File: src/rtl/inst_fetch_buffer_pkg.sv
// Shared CPU fetch-path types and constants.
// Pure declarations, no timing.
// No flow control here; consumers define handshakes.
package inst_fetch_buffer_pkg;

    // Instruction word presented to decode when nothing is buffered.
    localparam logic [31:0] NOP_INST_DEFAULT = 32'h0000_0000;

    // The fetch buffer is built around exactly two entries.
    localparam int IFB_DEPTH = 2;

    // One buffered fetch: the address and the word read from it.
    typedef struct packed {
        logic [31:0] pc;
        logic [31:0] inst;
    } fetch_entry_t;

endpackage

File: src/rtl/inst_fetch_buffer.sv
// Two-entry fetch-to-decode FIFO of {pc, inst} pairs.
// Latency: 1 cycle from push edge to dec_* outputs, no bypass.
// Backpressure: fetch_ready/hold_pc from registered count only; flush wins over push and pop.
module inst_fetch_buffer
    import inst_fetch_buffer_pkg::*;
#(
    parameter logic [31:0] NOP_INST = NOP_INST_DEFAULT,
    parameter int          DEPTH    = IFB_DEPTH
) (
    input  logic        clk,
    input  logic        rst_n,
    input  logic [31:0] pc_in,
    input  logic        fetch_valid,
    input  logic [31:0] fetch_inst,
    output logic        fetch_ready,
    output logic        hold_pc,
    input  logic        flush,
    output logic        dec_valid,
    input  logic        dec_ready,
    output logic [31:0] dec_inst,
    output logic [31:0] dec_pc,
    output logic [31:0] dec_pc4,
    output logic [1:0]  count
);

    localparam logic [1:0] FULL_COUNT = 2'(DEPTH);

    fetch_entry_t mem [2];
    logic         wr_ptr;
    logic         rd_ptr;
    logic         push;
    logic         pop;
    fetch_entry_t head;

    // Handshakes: ready/valid come from registered count, so no input reaches them combinationally.
    always_comb begin
        fetch_ready = (count != FULL_COUNT);
        hold_pc     = !fetch_ready;
        dec_valid   = (count != 2'd0);
        push        = fetch_valid && fetch_ready && !flush;
        pop         = dec_valid && dec_ready && !flush;
    end

    // Decode-side view of the head entry; an empty buffer shows a NOP at pc 0.
    always_comb begin
        head     = mem[rd_ptr];
        dec_inst = NOP_INST;
        dec_pc   = 32'h0;
        if (dec_valid) begin
            dec_inst = head.inst;
            dec_pc   = head.pc;
        end
        dec_pc4 = dec_pc + 32'd4;
    end

    // Storage, pointers and occupancy; flush discards everything, data in that cycle included.
    always_ff @(posedge clk or negedge rst_n) begin
        if (!rst_n) begin
            mem[0] <= '0;
            mem[1] <= '0;
            wr_ptr <= 1'b0;
            rd_ptr <= 1'b0;
            count  <= 2'd0;
        end else if (flush) begin
            wr_ptr <= 1'b0;
            rd_ptr <= 1'b0;
            count  <= 2'd0;
        end else begin
            if (push) begin
                mem[wr_ptr] <= '{pc: pc_in, inst: fetch_inst};
                wr_ptr      <= ~wr_ptr;
            end
            if (pop) begin
                rd_ptr <= ~rd_ptr;
            end
            case ({push, pop})
                2'b10:   count <= count + 2'd1;
                2'b01:   count <= count - 2'd1;
                default: count <= count;
            endcase
        end
    end

endmodule

File: config.mk
export PLATFORM = sky130hd
export DESIGN_NAME = inst_fetch_buffer
export DESIGN_NICKNAME = d
export VERILOG_FILES = /design/src/rtl/inst_fetch_buffer_pkg.sv /design/src/rtl/inst_fetch_buffer.sv
export SDC_FILE = /design/constraint.sdc
export NUM_CORES = 1
export LEC_CHECK = 0
export CORE_MARGIN = 1.5
export CORE_UTILIZATION = 25
export CTS_CLUSTER_DIAMETER = 50
export DETAILED_ROUTE_END_ITERATION = 8
export GPL_ROUTABILITY_DRIVEN = 0
export PLACE_DENSITY = 0.43
export SLEW_MARGIN = 20
export SYNTH_ARGS = -nofsm -noshare
export SYNTH_HDL_FRONTEND = slang
export SYNTH_SLANG_ARGS = --single-unit
File: constraint.sdc
create_clock -name clk -period 3.2 [get_ports clk]
set_clock_uncertainty 0.05 [all_clocks]
set_input_delay 0.48 -clock clk [delete_from_list [all_inputs] [get_ports clk]]
set_output_delay 0.48 -clock clk [all_outputs]
set_load 0.01 [all_outputs]
==> metrics.yaml <==
die:
  rows: 60
  fp.dieW_um: 168
  start_util: 0.254
  num_io_pins: 170
  die_height_um: 168
  die-area_um2: 28300
  core_area_um2: 26900
pwr:
  p_total_mw: 6.03
  swShare: 0.287
  leakage_nw: 4.33
  switching_power_mw: 1.73
  seq_power_share: 0.399
  clockPowerShare: 0.330
  pwr_density_cell_nw_per_um2: 588
  peakVddDrop_mv: 0.246
  p_comb_frac: 0.271
  internal_power_mw: 4.30
logic_synthesis:
  syn-instance-count: 552
  syn_area_per_cell_um2: 12.4
  synth_edf_count: 0
  ys_dominant_reg_cell: "dfrtp_1"
  netlist.top_cell.by_area: "dfrtp_1"
  synth_cell_types: 38
  yosysWarnings: 0
  seq_area_frac_synth: 0.483
  ys_seq_elements: 132
  synth_top_area_frac: 0.483
  async_flop_share: 1.00
  mappedNetlistNets: 622
  ys_top_cells_by_area: "dfrtp_1 (48%), mux2_2 (18%), mux2i_1 (9.2%)"
  synthesis.area_um2: 6840
run:
  drv_cap: 0
global_routing:
  first_global_vias: 5538
  grt_max_degree: 75
  track_usage: 0.139
  grt_pass1_wl_um: 30800
  antenna_found_initial: 0
  gr-total-overflow: 0
sta:
  rsz0062_at_grt: "yes"
  finalCritPeriodShare: 1.02
  hold_viol_final: 0
  min_period_ps: 3270
  worst_pin_slew_ps: 709
  clock.fmax_ghz: 0.306
  setup_viol: 5
  tns_ps: -230
  maxSlewViolCount: 0
  maxSlewHeadroom: 0.527
  fin_ws_ps: -68.3
cts:
  insertion_delay_ps: 410
  h-tree-depth: 4
  clkSinkCount: 132
  clk_pin_slew_ps: 60
  cts_buffers: 17
  clockBufferDepth: 2
  cts_tree: "done"
  cts-hold-fix-buffers: 0
  cts-root-buf: "clkbuf_16"
min_path:
  min_path_type: "in2async"
route:
  totalWireLength_um: 18900
  drt_iter0_drc: 128
  viasPerCell: 4.49
  remaining_drc_errors: 0
  ant_nets: 0
  firstDrtPassIters: 4
  via_count: 5131
  detail_route.wl_per_cell_um: 16.5
worst_setup_path:
  cp-end-kind: "output port"
  worstPathRequired_ps: 2670
  worstPathArrival_ps: 2740
  cp_max_fo: 7
  critical_path_class: "reg2out"
  cp-start-kind: "flop"
placement:
  dpl.hpwl_um: 13300
  port_buffers: 169
finish:
  area_delta_synth_final_pct: 49.8
  nets: 860
  nFillCells: 2607
  n_antenna_cell: 0
  seqCellArea_um2: 3310
  post_route_cells_drive_above_1_share: 0.370
  multi_input_area_um2: 3510
status:
  status: "finished with violations"
  violations: "negative setup slack"
-- final cells by class --
class,count,share of cell area
clock buffers,19,0.0423
clock inverters,13,0.0170
inverters,7,0.00257
multi-input cells,381,0.343
flip-flops and latches,132,0.323
well taps,341,0.0417
repair buffers,251,0.231
-- critical path: stages (launching register included) --
cell and delay (ps):
dfrtp_4 480, mux2i_1 140, or2_4 240, inv_2 60, ha_2 160, nor4b_4 280
nand4_4 150, buf_12 160, buf_6 110, buf_4 130, nor4_4 130, xor2_1 150
buf_2 140
-- layer usage --
| layer | vias up | GRT usage | routed length (um) |
|---|---|---|---|
| met1 | 2584 | 0.180 | 8720 |
| li1 | 2415 | - | - |
| met3 | 10 | 0.0423 | 1090 |
| met2 | 122 | 0.225 | 8960 |
| met5 | - | 0 | 0 |
| met4 | 0 | 0.0357 | 135 |
-- flip-flops by register name (all words and copies together), names as in the netlist --
register / flops
wr_ptr: 1
rd_ptr: 1
mem: 128
count: 2
-- cells by family after synthesis --
kind of cell / Yosys count / synth area share
adders and majority gates: 1 / 0.00183
xor gates and xnor gates: 30 / 0.0384
AOI/OAI and AO/OA: 13 / 0.0210
buffers and inverters: 39 / 0.0339
and+or+nand+nor: 145 / 0.117
DFF: 132 / 0.483
muxes: 192 / 0.305
-- final timing paths --
check / startpoint / end / slack [ps] / depth (start not counted)
hold reg to reg: mem[76] / mem[76] / 440 / 1
min in group clk: mem[76] / mem[76] / 440 / 1
hold / removal: rst_n / mem[104] / 30 / 1
setup reg to reg: count[0] / mem[20] / 890 / 7
max in group asynchronous: rst_n / mem[11] / 2250 / 2
setup / recovery: rd_ptr / dec_pc4[16] / -70 / 12
-- what timing repair did --
item | 4_1_cts | 5_1_grt
hold endpoints to repair | 0 | 0
endpoints found under the setup margin | 25 | 23
gates resized for setup | 105 | 21
buffers inserted | 30 | 10
pin swaps | 29 | 16
gates cloned | 1 | 1
-- power groups by stage --
stage / combinational [mW] / clock [mW] / sequential (mW)
finish: 1.63 / 1.99 / 2.40
CTS: 1.65 / 2.07 / 2.41
detailed placement: 1.60 / 0 / 2.43
global route: 1.78 / 2.16 / 2.48
global placement: 1.57 / 0 / 2.41
floorplan: 0.960 / 0 / 2.35
-- metrics by stage --
stage               hold WS [ps]  cells  area, um2  setup slack, ps   util
finish                      33.5   1144      10200            -68.3  0.381
global route                68.4   1144      10200             -229  0.381
CTS                         44.3   1133      10100             -173  0.376
detailed placement           424   1070       9140             -147  0.340
global placement             416   1070       9140             -105  0.340
floorplan                    134    552       6840             61.2      -
-- cell usage in the layout (no fill, tap or decap), drive strengths merged, types with 14 or more instances in the layout --
cell	Yosys	routed
clkdlybuf4s50	0	142
dfrtp	132	132
mux2	128	128
buf	32	97
nor2	75	75
mux2i	64	64
clkbuf	0	23
xor2	22	22
nor3	15	15
nand3	14	14
-- cell usage after synthesis (all sizes together) (7+ instances only) --
cell type  instances
nor4               7
mux2i             64
buf               32
nor2              75
nand3b             8
mux2             128
xnor2              8
inv                7
nand4              9
a211oi             7
nand2             12
xor2              22
nor3              15
nand3             14
dfrtp            132
Note: power is estimated with default switching activity, not from simulation.
